===== src/rtl/mvm_pkg.sv =====
// mvm_pkg
//   Shared types and helpers for the matrix-vector multiply output path.
//   - state_t    : serializer FSM states (IDLE, STREAM)
//   - sat_t      : saturation decision returned by sat_signed
//   - row_idx_w  : width of a row index (never below 1 bit)
//   - sat_signed : classifies a signed value against the range of a w-bit signed type
package mvm_pkg;

  typedef enum logic {
    IDLE   = 1'b0,
    STREAM = 1'b1
  } state_t;

  typedef enum logic [1:0] {
    SAT_NONE = 2'd0,
    SAT_HI   = 2'd1,
    SAT_LO   = 2'd2
  } sat_t;

  function automatic int row_idx_w(input int rows);
    return (rows > 1) ? $clog2(rows) : 1;
  endfunction

  // The caller sign-extends into 64 bits, so one function serves every lane width.
  function automatic sat_t sat_signed(input logic signed [63:0] s, input int w);
    logic signed [63:0] max_v;
    logic signed [63:0] min_v;
    max_v = (64'sd1 <<< (w - 1)) - 64'sd1;
    min_v = -(64'sd1 <<< (w - 1));
    if (s > max_v) begin
      return SAT_HI;
    end else if (s < min_v) begin
      return SAT_LO;
    end
    return SAT_NONE;
  endfunction

endpackage


===== src/rtl/requant_lane.sv =====
// requant_lane
//   Combinational requantisation of one accumulator row:
//   bias add, optional ReLU, round-half-up arithmetic right shift, saturation.
//   Ports:
//     y      in  ACC_WIDTH  signed accumulator
//     bias   in  WIDTH      signed bias
//     shift  in  SHIFT_W    right-shift amount (clamped to ACC_WIDTH)
//     relu   in  1          clamp negative sums to zero
//     data   out WIDTH      saturated signed result
module requant_lane
  import mvm_pkg::*;
#(
  parameter int ACC_WIDTH = 16,
  parameter int WIDTH     = 8,
  parameter int SHIFT_W   = 4
) (
  input  logic signed [ACC_WIDTH-1:0] y,
  input  logic signed [WIDTH-1:0]     bias,
  input  logic        [SHIFT_W-1:0]   shift,
  input  logic                        relu,
  output logic signed [WIDTH-1:0]     data
);

  // Two guard bits: one for the bias add, one for the rounding constant.
  localparam int EXT_W = ACC_WIDTH + 2;
  localparam int SH_W  = $clog2(ACC_WIDTH + 1);

  logic signed [EXT_W-1:0] sum;
  logic signed [EXT_W-1:0] rnd;
  logic signed [EXT_W-1:0] shifted;
  logic        [SH_W-1:0]  sh;
  sat_t                    sat;

  always_comb begin
    sum = {{2{y[ACC_WIDTH-1]}}, y} + {{(EXT_W-WIDTH){bias[WIDTH-1]}}, bias};
    if (relu && sum[EXT_W-1]) begin
      sum = '0;
    end

    if (32'(shift) > ACC_WIDTH) begin
      sh = SH_W'(ACC_WIDTH);
    end else begin
      sh = SH_W'(shift);
    end

    // Half-LSB bias before the floor shift gives round-half-up; zero when sh==0.
    rnd     = (sh == '0) ? '0 : (EXT_W'(1) << (sh - SH_W'(1)));
    shifted = (sum + rnd) >>> sh;

    sat = sat_signed({{(64-EXT_W){shifted[EXT_W-1]}}, shifted}, WIDTH);
    case (sat)
      SAT_HI:  data = {1'b0, {(WIDTH-1){1'b1}}};
      SAT_LO:  data = {1'b1, {(WIDTH-1){1'b0}}};
      default: data = shifted[WIDTH-1:0];
    endcase
  end

endmodule


===== src/rtl/mvm_requant_serializer.sv =====
// mvm_requant_serializer
//   Captures one result vector (ROWS accumulators) plus per-row bias and config,
//   then streams the requantised rows out in order, one per handshake.
//   Ports:
//     clk, rstn            clock, asynchronous active-low reset
//     in_valid/in_ready    vector input handshake
//     in_y, in_bias        packed vectors, row i at the i-th slice from the LSB
//     cfg_shift, cfg_relu  requant config, sampled with the vector
//     out_valid/out_ready  row output handshake
//     out_data             requantised row value
//     out_row, out_last    index of the row presented, and row==ROWS-1
//     dbg_state            current FSM state
//
//   Handshake: a transfer happens on a rising edge where valid && ready are both 1.
//   The source holds valid and its payload until that edge; the block presenting
//   out_valid keeps out_data/out_row/out_last stable while out_ready is low.
//   in_ready depends combinationally on out_ready so the next vector can be captured
//   on the edge that retires the last row, giving back-to-back vectors with no bubble.
module mvm_requant_serializer
  import mvm_pkg::*;
#(
  parameter int  ROWS      = 4,
  parameter int  ACC_WIDTH = 16,
  parameter int  WIDTH     = 8,
  parameter int  SHIFT_W   = 4,
  localparam int ROW_W     = row_idx_w(ROWS)
) (
  input  logic                      clk,
  input  logic                      rstn,
  input  logic                      in_valid,
  output logic                      in_ready,
  input  logic [ROWS*ACC_WIDTH-1:0] in_y,
  input  logic [ROWS*WIDTH-1:0]     in_bias,
  input  logic [SHIFT_W-1:0]        cfg_shift,
  input  logic                      cfg_relu,
  output logic                      out_valid,
  input  logic                      out_ready,
  output logic [WIDTH-1:0]          out_data,
  output logic [ROW_W-1:0]          out_row,
  output logic                      out_last,
  output state_t                    dbg_state
);

  state_t                    state_q, state_d;
  logic [ROW_W-1:0]          row_q, row_d;
  logic [ROWS*ACC_WIDTH-1:0] y_q;
  logic [ROWS*WIDTH-1:0]     bias_q;
  logic [SHIFT_W-1:0]        shift_q;
  logic                      relu_q;

  logic                      capture;
  logic                      out_hs;
  logic                      row_last;
  logic signed [ACC_WIDTH-1:0] y_sel;
  logic signed [WIDTH-1:0]     bias_sel;
  logic signed [WIDTH-1:0]     lane_data;

  // Next-state and handshake decode.
  always_comb begin
    state_d   = state_q;
    row_d     = row_q;
    row_last  = (row_q == ROW_W'(ROWS - 1));
    out_valid = (state_q == STREAM);
    out_last  = out_valid && row_last;
    in_ready  = (state_q == IDLE) || (out_last && out_ready);
    capture   = in_valid && in_ready;
    out_hs    = out_valid && out_ready;

    case (state_q)
      IDLE: begin
        if (capture) begin
          state_d = STREAM;
          row_d   = '0;
        end
      end
      STREAM: begin
        if (out_hs) begin
          if (row_last) begin
            state_d = capture ? STREAM : IDLE;
            row_d   = '0;
          end else begin
            row_d = row_q + ROW_W'(1);
          end
        end
      end
      default: begin
        state_d = IDLE;
        row_d   = '0;
      end
    endcase
  end

  always_ff @(posedge clk or negedge rstn) begin
    if (!rstn) begin
      state_q <= IDLE;
      row_q   <= '0;
    end else begin
      state_q <= state_d;
      row_q   <= row_d;
    end
  end

  // Capture registers only load on an accepted vector; inputs are ignored otherwise.
  always_ff @(posedge clk or negedge rstn) begin
    if (!rstn) begin
      y_q     <= '0;
      bias_q  <= '0;
      shift_q <= '0;
      relu_q  <= 1'b0;
    end else if (capture) begin
      y_q     <= in_y;
      bias_q  <= in_bias;
      shift_q <= cfg_shift;
      relu_q  <= cfg_relu;
    end
  end

  // Row mux from registered state only, so out_data is stable under backpressure.
  always_comb begin
    y_sel    = y_q[ACC_WIDTH-1:0];
    bias_sel = bias_q[WIDTH-1:0];
    for (int i = 0; i < ROWS; i++) begin
      if (row_q == ROW_W'(i)) begin
        y_sel    = y_q[i*ACC_WIDTH +: ACC_WIDTH];
        bias_sel = bias_q[i*WIDTH +: WIDTH];
      end
    end
  end

  requant_lane #(
    .ACC_WIDTH (ACC_WIDTH),
    .WIDTH     (WIDTH),
    .SHIFT_W   (SHIFT_W)
  ) u_lane (
    .y     (y_sel),
    .bias  (bias_sel),
    .shift (shift_q),
    .relu  (relu_q),
    .data  (lane_data)
  );

  always_comb begin
    out_data  = out_valid ? lane_data : '0;
    out_row   = row_q;
    dbg_state = state_q;
  end

endmodule


===== config.mk =====
export PLATFORM = sky130hd
export DESIGN_NAME = mvm_requant_serializer
export DESIGN_NICKNAME = d
export VERILOG_FILES = /design/src/rtl/mvm_pkg.sv /design/src/rtl/requant_lane.sv /design/src/rtl/mvm_requant_serializer.sv
export SDC_FILE = /design/constraint.sdc
export NUM_CORES = 1
export LEC_CHECK = 0
export ABC_AREA = 1
export BUFFER_PORTS_ARGS = -buffer_cell sky130_fd_sc_hd__buf_2
export CAP_MARGIN = 20
export CORE_ASPECT_RATIO = 0.9
export CORE_MARGIN = 1
export CORE_UTILIZATION = 60
export DETAILED_ROUTE_END_ITERATION = 7
export PLACE_DENSITY = 0.84
export SYNTH_ARGS = -nofsm -noshare
export SYNTH_HDL_FRONTEND = slang
export SYNTH_SLANG_ARGS = --single-unit

===== constraint.sdc =====
create_clock -name clk -period 11.2 [get_ports clk]
set_input_delay 1.12 -clock clk [delete_from_list [all_inputs] [get_ports clk]]
set_output_delay 1.12 -clock clk [all_outputs]
set_load 0.02 [all_outputs]

[After elaboration in Yosys (flattened, before gate mapping)]
Cells that the tools add are included.
Cells by class
  add/subtract/negate cells: 4
  magnitude comparators: 2
  equality and inequality tests: 7
  shift-type cells: 2
  mux-type cells: 23
  bitwise logic cells: 1
  reduce and logical (&&, ||, !) cells: 8
Operators with widths (count)
  two-way mux 16 bit: 3
  two-way mux 18 bit: 2
  two-way mux 8 bit: 4
  adder 18 bit: 1
  > comparator 18 x 8 -> 1 bit, second input constant: 1
  < comparator 18 x 8 -> 1 bit, second input constant: 1
  left shift 1 x 5 -> 18 bit, first input constant: 1
  >>> shifter 18 x 4 -> 18 bit: 1
  adder 16 x 8 -> 17 bit: 1
  case mux 8 bit (2 select lines): 1
  two-way mux 2 bit: 6
  == test 2 bit, second input constant: 3
  logical AND 1 bit: 5
  logical NOT 5 bit: 1
  two-way mux 1 bit: 5
  subtractor 4 x 1 -> 5 bit, second input constant: 1
  == test 2 x 1 -> 1 bit, second input constant: 2
  case mux 2 bit (2 select lines): 1
  adder 2 x 1 -> 2 bit, second input constant: 1
  != test 2 x 1 -> 1 bit, second input constant: 1
  != test 2 bit, second input constant: 1
  case mux 1 bit (2 select lines): 1
  AND reduction 2 bit: 1
  logical OR 1 bit: 1
  inverter 1 bit: 1
Storage, ports and cells
  register bits: 104
  input port bits: 105
  output and inout port bits: 14
  logic and storage cells: 53

[Logic depth before layout (Yosys ltp)]
Gate-level depths: netlist (run 1).
  depth after elaboration: 16
  depth in mapped cells: 47
  gate-level depth less buffers: 44

[Hierarchy]
A second synthesis (run 1) with hierarchy kept.
Second synthesis, totals
  cells, all modules: 1265
  area total of the unflattened synthesis: 8184.1 µm²
By module, submodules not included
  mvm_requant_serializer: instances 1, cells an instance 688, area each 5144.9 µm²
  requant_lane: instances 1, cells an instance 577, area each 3039.2 µm²

[Worst setup path before layout (run 1)]
Ideal clock, no wire load.
  path type: register to output
  start: register row_q[0] (netlist: out_row[0])
  end: output port out_data[0]
  arrival time: 5716 ps
  slack: 4364 ps
  stages on the path, launching flop included: 40
  path buffers: 2
  cells stage by stage: dfrtp_1 > inv_1 > ha_1 > inv_2 > buf_1 > o21ai_0 > o21ai_0 > ha_1 > nand2_1 > nand2_1 > nand2_1 > nand2_1 > a21oi_2 > nand2_2 > nand2_2 > nand3_1 > clkbuf_1 > nand2_1 > [... 4 more ...] > nand2_1 > nand2_1 > nand2_1 > nand2_1 > nand3_1 > nand2_1 > nand2_1 > nand3_1 > nand2_1 > nand2_1 > nand2_1 > o21ai_1 > nand2_1 > nor2_1 > nand3_1 > nand2_1 > nand2_2 > nor2_1
Between the ends
  word-level cells in the longest chain between the ends: 16
Ends and longest elaborated chain
  from (decl): line mvm_requant_serializer.sv:45  | logic [ROW_W-1:0] row_q, row_d;
  from (signal assigned): line mvm_requant_serializer.sv:99  | row_q <= row_d;
  == test 2 x 1 -> 1 bit: line mvm_requant_serializer.sv:123  | if (row_q == ROW_W'(i)) begin
  two-way mux 16 bit / two-way mux 8 bit (equally long branches) (3 in series): line mvm_requant_serializer.sv:123
  adder 16 x 8 -> 17 bit (*): line requant_lane.sv:35  | sum = {{2{y[ACC_WIDTH-1]}}, y} + {{(EXT_W-WIDTH){bias[WIDTH-1]}}, bias};
  logical AND 1 bit: line requant_lane.sv:36  | if (relu && sum[EXT_W-1]) begin
  two-way mux 18 bit (*): line requant_lane.sv:36
  adder 18 bit (*): line requant_lane.sv:48  | shifted = (sum + rnd) >>> sh;
  >>> shifter 18 x 4 -> 18 bit (*): line requant_lane.sv:48
  < comparator 18 x 8 -> 1 bit: line mvm_pkg.sv:32  | end else if (s < min_v) begin
  two-way mux 1 bit: line mvm_pkg.sv:32
  two-way mux 1 bit: line mvm_pkg.sv:30  | if (s > max_v) begin
  two-way mux 2 bit: line mvm_pkg.sv:35  | return SAT_NONE;
  == test 2 bit / == test 2 x 1 -> 1 bit (equally long branches): line requant_lane.sv:51  | case (sat)
  case mux 8 bit (2 select lines) (*): line requant_lane.sv:51
  two-way mux 8 bit (*): line mvm_requant_serializer.sv:143  | out_data = out_valid ? lane_data : '0;
  to (decl): line mvm_requant_serializer.sv:38  | output logic [WIDTH-1:0] out_data,
Every way passes the cells marked *; elsewhere a longest branch is shown, timed or not.

[Worst setup path after layout (run 1)]
  start: register row_q[0] (netlist: out_row[0])
  end: output port out_data[4]
The elaborated chain is that of the path after synthesis.

==> impl_metrics.yaml, run 1 <==
route:
  routed_wl_um: 19000
  num_vias: 7007
  vias_per_cell: 5.62
  wl_met2_um: 8930
  detail_route.wl_per_cell_um: 15.2
  ant_nets: 0
  met3WireLength_um: 1090
  drc: 0
  dr.pass1.iters: 5
  top_layer: "met4"
  drt-met1-wl_um: 8700
  drt_iter0_markers: 539
clock_network:
  cts_buffers: 9
  cts_root_buf: "clkbuf_16"
  htree_levels: 3
  tritoncts: "built"
  clock_latency_ns: 0.35
  postCtsHoldBufs: 0
  ctsResizeCount: 0
  path_clk_slew_ns: 0.07
  clock-sinks: 104
  postCtsSetupBuffers: 0
  cts.path.max_buffers: 2
synthesis:
  synth_fa_ha_area_frac: 0.0651
  synth_simple_gate_area_frac: 0.278
  avgSynthCellArea_um2: 7.63
  synth-xor-area-share: 0.00814
  ys_warn_count: 0
  syn_inst: 987
  synth_top_area_share: 0.346
  synth_area_leaders: "dfrtp_1, mux2_2, nand2_1"
  seq_area_frac_synth: 0.346
  muxShareOfSynthArea: 0.141
  synth_area_leader_cell: "dfrtp_1"
  synth-compound-area-share: 0.0967
  netlist_area_mm2: 0.00753
  synth_top_family_by_area: "simple AND/OR/NAND/NOR gates"
  synth.distinct_cells: 43
  synth_seq_cells: 104
timing:
  hold_viol: 0
  tns_ns: 0
  max_clock_freq_mhz: 119
  hold_ws_ns: 0.503
  fin_crit_sh: 0.752
  rsz0062_at_grt: "false"
  fin_crit_ns: 8.42
  maxSlewViolCount: 0
  setup_violations: 0
  tightest_slew_ns: 0.983
  slew_headroom: 0.345
  worst_clock_skew_ns: 0.00734
flow_run:
  max-cap-violations: 0
worst_setup_path:
  r2r_setup_slack_ns: 8.31
  r2r_cells: 6
  cp.arrival_ns: 7.30
  start_kind: "flop"
  critPathCaptureType: "output port"
  startpoint: "out_row[0]"
  crit_required_ns: 10.08
  path_common_cell: "nand2_1"
  r2r_end: "y_q[56]"
  slowest_delay_ns: 0.90
  endpoint: "out_data[4]"
  rr_startpoint: "out_row[0]"
  crit_type: "reg -> out"
  slowest_stage: "clkinv_1"
  cp_max_fo: 35
floorplanning:
  top_level_ports: 119
  die_h_um: 108
  core-area_mm2: 0.0121
  rows: 38
  die_w_um: 120
  dieArea_mm2: 0.0130
  initial_core_util: 0.621
placement:
  placed_area_mm2: 0.00820
  gp_congestion: 0.934
  port_buffers: 118
  hpwl_um: 14400
grt:
  grt_usage: 0.308
  antenna_found_initial: 0
  grt_pass1_wl_um: 31600
  grt_overflow: 0
  grt_max_degree: 81
  grt_pass1_vias: 6726
cells_and_area:
  fin_nets: 1225
  final_area_mm2: 0.00854
  layout-area-overhead-vs-synth_pct: 13.4
  diodes: 0
  drive_gt1_frac: 0.248
run_status:
  outcome: "finished clean"
hold_path:
  hold_path.class: "reg -> reg"
-- per-layer routing --
layer  track usage  vias to the layer above
met5             0                        -
met3        0.0432                       22
li1              -                     3463
met2         0.515                      230
met4        0.0643                        0
met1         0.426                     3292
-- per-stage QoR --
stage | cells | utilization | setup slack [ns]
final | 1247 | 0.704 | 2.78
after global routing | 1247 | 0.704 | 1.97
after CTS | 1246 | 0.704 | 2.56
after detailed placement | 1230 | 0.677 | 3.00
after global placement | 1230 | 0.677 | 3.13
after floorplan | 988 | - | 4.36
-- layout make-up --
class,instances,area [um^2]
sequential,104,2600
timing repair buffer,122,621
clock buffer,9,225
inverter,90,340
multi-input combinational,755,4440
tap,160,200
fill,989,3590
clock inverter,7,103
-- worst min path at each step --
stage,from,endpoint,slack [ns],depth (start not counted)
4_1_cts,y_q[35],y_q[35],0.50,1
6_report,y_q[39],y_q[39],0.50,1
3_3_place_gp,bias_q[22],bias_q[22],0.48,1
2_1_floorplan,bias_q[20],bias_q[20],0.47,1
5_1_grt,y_q[35],y_q[35],0.51,1
3_5_place_dp,y_q[35],y_q[35],0.49,1
-- layout by cell type, fill, tap and decap left out, drive strengths merged --
| cell type | netlist | layout |
|---|---|---|
| nand2 | 257 | 257 |
| buf | 9 | 122 |
| nand3 | 114 | 114 |
| dfrtp | 104 | 104 |
| mux2 | 94 | 94 |
| nor2 | 90 | 90 |
| inv | 88 | 90 |
| a21oi | 61 | 61 |
| o21ai | 48 | 48 |
| ha | 36 | 36 |
| clkbuf | 30 | 9 |
| or2 | 8 | 8 |
| o211ai | 6 | 6 |
| o21bai | 5 | 5 |
| clkinv | 2 | 5 |
| and2 | 4 | 4 |
| xnor2 | 4 | 4 |
| nand3b | 3 | 3 |
| a31oi | 3 | 3 |
| xor2 | 3 | 3 |
| a21o | 3 | 3 |
| nand4 | 3 | 3 |
| nor3 | 2 | 2 |
| o221ai | 2 | 2 |
| a22oi | 2 | 2 |
| fa | 2 | 2 |
| conb | 1 | 2 |
| bufinv | 0 | 2 |
| o2111ai | 1 | 1 |
| nor4 | 1 | 1 |
| o22ai | 1 | 1 |
-- synthesized netlist by cell type, drive strengths merged --
cell type	n
a31oi	3
mux2	94
a21o	3
o21ai	48
nor4	1
nand3	114
a21oi	61
o221ai	2
o21bai	5
o211ai	6
o22ai	1
buf	9
fa	2
xnor2	4
dfrtp	104
o2111ai	1
nor2	90
a22oi	2
nand3b	3
nand2	257
or2	8
conb	1
xor2	3
clkbuf	30
and2	4
nor3	2
clkinv	2
ha	36
nand4	3
inv	88
-- critical path, delay by kind of cell, from the launching register on --
| family | cells | cell delay (ns) |
|---|---|---|
| simple gates | 26 | 3.01 |
| fa+ha+maj | 5 | 1.77 |
| buf+inv | 5 | 1.24 |
| compound gates | 2 | 0.56 |
| flops | 1 | 0.40 |
-- kinds of logic (layout without fill, tap and decap cells) --
family / count (synthesis) / in the layout
xor gates and xnor gates: 7 / 7
DFF: 104 / 104
other: 1 / 2
buffers and inverters: 129 / 228
AOI/OAI and AO/OA: 132 / 132
muxes: 94 / 94
and+or+nand+nor: 482 / 482
adders and majority gates: 38 / 38
-- state kept, by name, indices dropped and copies added, names as in the netlist --
register,count
shift_q,4
y_q,64
out_row,2
bias_q,32
dbg_state,1
relu_q,1
Power of run 1 is left out: the tool's default activity adds up to more than one toggle a clock period on the data nets, which glitch-free logic cannot reach.
==> run 2: changes to the inputs <==
CORE_UTILIZATION = 52   (was 60)
PLACE_DENSITY = 0.77   (was 0.84)
clock period = 7.5 ns   (was 11.2 ns; I/O delays follow)
==> run 2 against run 1 <==
  * Die area increased by 15%
  * Design area rose by 1.0%
  * Non-clock buffer count rose by 2
  * Clock skew is 0.00053 ns higher
  * Register-to-register slack got worse by 3.4 ns
  * Global-route usage shrank 5.2 points
  * Utilization is 9.1 points lower
  * Worst setup slack worse by 2.1 ns
  * Worst hold slack worse by 0.19 ns
  * Critical path type unchanged
  * Critical endpoint is now out_data[0]
==> impl_metrics.yaml, run 2 (same netlist as run 1, synthesis figures left out) <==
run_status:
  outcome: "finished clean"
grt:
  grt_usage: 0.255
  grt-busiest-layer: "met2"
  grt_pass1_wl_um: 30500
  grt_pass1_vias: 6481
  grt_overflow: 0
  grt_max_degree: 89
  use_met1: 0.363
  antenna_found_initial: 0
  use_met2: 0.417
  gr-usage-met3: 0.0362
route:
  routed_wl_um: 18100
  drc: 0
  dr.pass1.iters: 5
  ant_nets: 0
  detail_route.wl_per_cell_um: 14.1
  num_vias: 6910
  vias_per_cell: 5.39
  drt_iter0_markers: 505
hold_path:
  hold_path.class: "in -> async"
timing:
  setup_violations: 0
  worst_clock_skew_ns: 0.00787
  hold_viol: 0
  slew_headroom: 0.262
  maxSlewViolCount: 0
  fin_crit_sh: 0.909
  max_clock_freq_mhz: 147
  hold_ws_ns: 0.313
  worst_slack_ns: 0.686
  tightest_slew_ns: 1.11
  fin_crit_ns: 6.81
cells_and_area:
  reg_top3: "y_q (64), bias_q (32), shift_q (4)"
  fin_nets: 1227
  largest_reg_flops: 64
  diodes: 0
  largest_register: "y_q"
  mostFrequentLayoutCell: "nand2_1"
  layout-area-overhead-vs-synth_pct: 14.5
  mostFrequentLayoutCells: "nand2_1, buf_2, nand3_1"
  final_util: 0.613
  drive_gt1_frac: 0.253
floorplanning:
  top_level_ports: 119
  initial_core_util: 0.536
  core-area_mm2: 0.0141
  dieArea_mm2: 0.0150
  die_h_um: 116
  die_w_um: 129
  rows: 41
worst_setup_path:
  cp_max_fo: 24
  slowest_stage: "dfrtp_1"
  cp.arrival_ns: 6.06
  crit_required_ns: 6.75
  slowest_delay_ns: 0.44
  crit_type: "reg -> out"
  critPathCaptureType: "output port"
  path_common_cell: "nand2_1"
  start_kind: "flop"
clock_network:
  ctsResizeCount: 0
  htree_levels: 3
  tritoncts: "built"
  clock-sinks: 104
  cts_root_buf: "clkbuf_16"
  cts_buffers: 9
  path_clk_slew_ns: 0.07
  postCtsSetupBuffers: 0
  clock_latency_ns: 0.34
  cts.path.max_buffers: 2
  postCtsHoldBufs: 0
placement:
  port_buffers: 118
  gp_congestion: 0.912
  place_ws_ns: 0.660
  hpwl_um: 13700
flow_run:
  max-cap-violations: 0
## run 2: cell type report
type / instances / area [um^2]
Clock inverter: 6 / 65.1
Timing Repair Buffer: 124 / 646
Inverter: 90 / 353
Sequential cell: 104 / 2600
Fill cell: 1297 / 5430
Multi-Input combinational cell: 755 / 4480
Clock buffer: 10 / 239
Tap cell: 193 / 241
## run 2: critical path: cells and delay by family, from the launching register on
| kind | cells | cell delay [ns] |
|---|---|---|
| fa+ha+maj | 3 | 0.83 |
| simple gates | 20 | 2.12 |
| flops | 1 | 0.44 |
| compound gates | 10 | 1.67 |
| buf+inv | 6 | 0.66 |
## run 2: worst paths after layout
kind | start | end | slack (ns) | cells past startpoint
setup / recovery | out_row[1] | out_data[0] | 0.69 | 39
hold / removal | rstn | y_q[10] | 0.31 | 1
setup reg to reg | out_row[1] | y_q[15] | 4.94 | 6
hold reg to reg | y_q[34] | y_q[34] | 0.50 | 1
max in group asynchronous | rstn | bias_q[28] | 5.92 | 2
min in group clk | y_q[34] | y_q[34] | 0.50 | 1
## run 2: through the flow
| stage | instances | cell area (um^2) | TNS (ns) |
|---|---|---|---|
| floorplan | 988 | 7530 | 0 |
| global placement | 1266 | 8270 | 0 |
| detailed placement | 1266 | 8270 | 0 |
| CTS | 1282 | 8570 | 0 |
| global route | 1282 | 8620 | -0.00363 |
| finish | 1282 | 8620 | 0 |
## run 2: metal layers
metal,wire (um),share of wire,vias up
li1,-,-,3472
met1,8890,0.49,3248
met2,8210,0.45,172
met3,864,0.048,18
met4,176,0.0097,0
met5,0,0,-
Power of run 2 is left out for the same reason.
==> run 3: changes to the inputs <==
CORE_UTILIZATION = 58   (was 52)
PLACE_DENSITY = 0.81   (was 0.77)
clock period = 7.55 ns   (was 7.5 ns; I/O delays follow)
==> run 3 against run 2 <==
  * Design area barely moved
  * Register-to-register slack got worse by 0.02 ns
  * Clock skew fell by 0.0012 ns
  * Worst setup slack got worse by 0.13 ns
  * Worst hold slack got worse by 0.034 ns
  * Via count rose by 1.6%
  * Clock-buffer cell count rose by 2
  * Global-route usage rose by 3.5 points
  * Non-clock buffer count rose by 5
  * Sequential cell count did not move
  * Sequential share of layout area barely moved
  * Routed wire length rose by 3.5%
  * Critical endpoint unchanged
==> impl_metrics.yaml, run 3 (same netlist as run 1, synthesis figures left out) <==
route:
  routed_wl_um: 18800
  vias_per_cell: 5.58
  drt_iter0_markers: 695
  dr.pass1.iters: 5
  num_vias: 7022
  detail_route.wl_per_cell_um: 14.9
  ant_nets: 0
  drc: 0
timing:
  worst_clock_skew_ns: 0.00668
  fin_crit_ns: 6.99
  hold_viol: 0
  slew_headroom: 0.258
  tightest_slew_ns: 1.11
  maxSlewViolCount: 0
  setup_violations: 0
  fin_crit_sh: 0.926
  max_clock_freq_mhz: 143
clock_network:
  cts_buffers: 9
  postCtsHoldBufs: 0
  cts_root_buf: "clkbuf_16"
  htree_levels: 3
  clock_latency_ns: 0.34
  path_clk_slew_ns: 0.07
  cts.path.max_buffers: 2
  tritoncts: "built"
  clock-sinks: 104
worst_setup_path:
  crit_type: "reg -> out"
  critPathCaptureType: "output port"
  slowest_stage: "nor4_1"
  crit_required_ns: 6.80
  slowest_delay_ns: 0.46
  cp.arrival_ns: 6.24
  cp_max_fo: 8
  path_common_cell: "nand2_1"
  start_kind: "flop"
cells_and_area:
  reg_top3: "y_q (64), bias_q (32), shift_q (4)"
  diodes: 0
  fillers: 1064
  mostFrequentLayoutCell: "nand2_1"
  fin_nets: 1232
  fin_cells: 1258
  mostFrequentLayoutCells: "nand2_1, buf_2, nand3_1"
  final_util: 0.680
  final_area_mm2: 0.00863
  drive_gt1_frac: 0.258
  layout.area.seq_mm2: 0.00260
  multi_input_area_mm2: 0.00447
  largest_register: "y_q"
  largest_reg_flops: 64
  layout-area-overhead-vs-synth_pct: 14.6
floorplanning:
  core-area_mm2: 0.0127
  die_h_um: 110
  top_level_ports: 119
  rows: 39
  die_w_um: 122
  initial_core_util: 0.593
  dieArea_mm2: 0.0134
grt:
  grt_pass1_vias: 6391
  grt_max_degree: 90
  antenna_found_initial: 0
  grt_pass1_wl_um: 30300
  grt_usage: 0.290
  grt_overflow: 0
placement:
  port_buffers: 118
  hpwl_um: 14000
  placed_area_mm2: 0.00823
  dp.cells: 1237
  gp_congestion: 1.01
hold_path:
  hold_path.class: "in -> async"
flow_run:
  max-cap-violations: 0
run_status:
  outcome: "finished clean"
[run 3: cell types whose count changed in the layout (fill, tap and decap cells not counted), sizes merged]
| cell | change |
|---|---|
| buf | +5 |
| bufinv | -1 |
| clkbuf | +2 |
| clkinvlp | +2 |
| inv | -3 |
[run 3: critical path: cells and delay by family, from the launching register on]
kind                       cells  cell delay, ns
buffers and inverters          7            0.90
AOI/OAI and AO/OA              5            0.93
adders and majority gates      3            0.90
DFF                            1            0.43
and+or+nand+nor               23            2.72
[run 3: what timing repair did]
| action | CTS | global route |
|---|---|---|
| resized for setup | 0 | 14 |
| setup buffers | 0 | 4 |
| setup endpoints to repair | 0 | 7 |
| hold endpoints to repair | 0 | 0 |
[run 3: path summary, 6_finish.rpt]
kind / to / slack, ns / from / cells past startpoint
setup / recovery: out_data[0] / 0.56 / out_row[1] / 38
hold / removal: y_q[11] / 0.28 / rstn / 1
setup reg to reg: y_q[21] / 4.92 / out_row[1] / 6
hold reg to reg: y_q[46] / 0.50 / y_q[46] / 1
max in group asynchronous: bias_q[10] / 6.42 / rstn / 3
min in group clk: y_q[46] / 0.50 / y_q[46] / 1
[run 3: layout make-up]
type | instances | area share
Clock buffer | 12 | 0.0297
Clock inverter | 4 | 0.00333
Inverter | 90 | 0.0413
Multi-Input combinational cell | 755 | 0.518
Sequential cell | 104 | 0.302
Tap cell | 164 | 0.0238
Timing Repair Buffer | 129 | 0.0825
[run 3: through the flow]
step           setup TNS [ns]  hold WS [ns]  setup slack, ns
6_report                    0         0.279            0.558
5_1_grt               -0.0202         0.298          -0.0202
4_1_cts                     0         0.285            0.218
3_5_place_dp                0         0.488            0.641
3_3_place_gp                0         0.481            0.693
2_1_floorplan               0         0.459             1.08
[run 3: layer usage]
layer	track usage	vias up	share of wire
met4	0.0845	0	0.024
met5	0	-	0
met2	0.475	249	0.45
li1	-	3490	-
met3	0.0468	42	0.055
met1	0.397	3241	0.47
Power of run 3 is left out for the same reason.
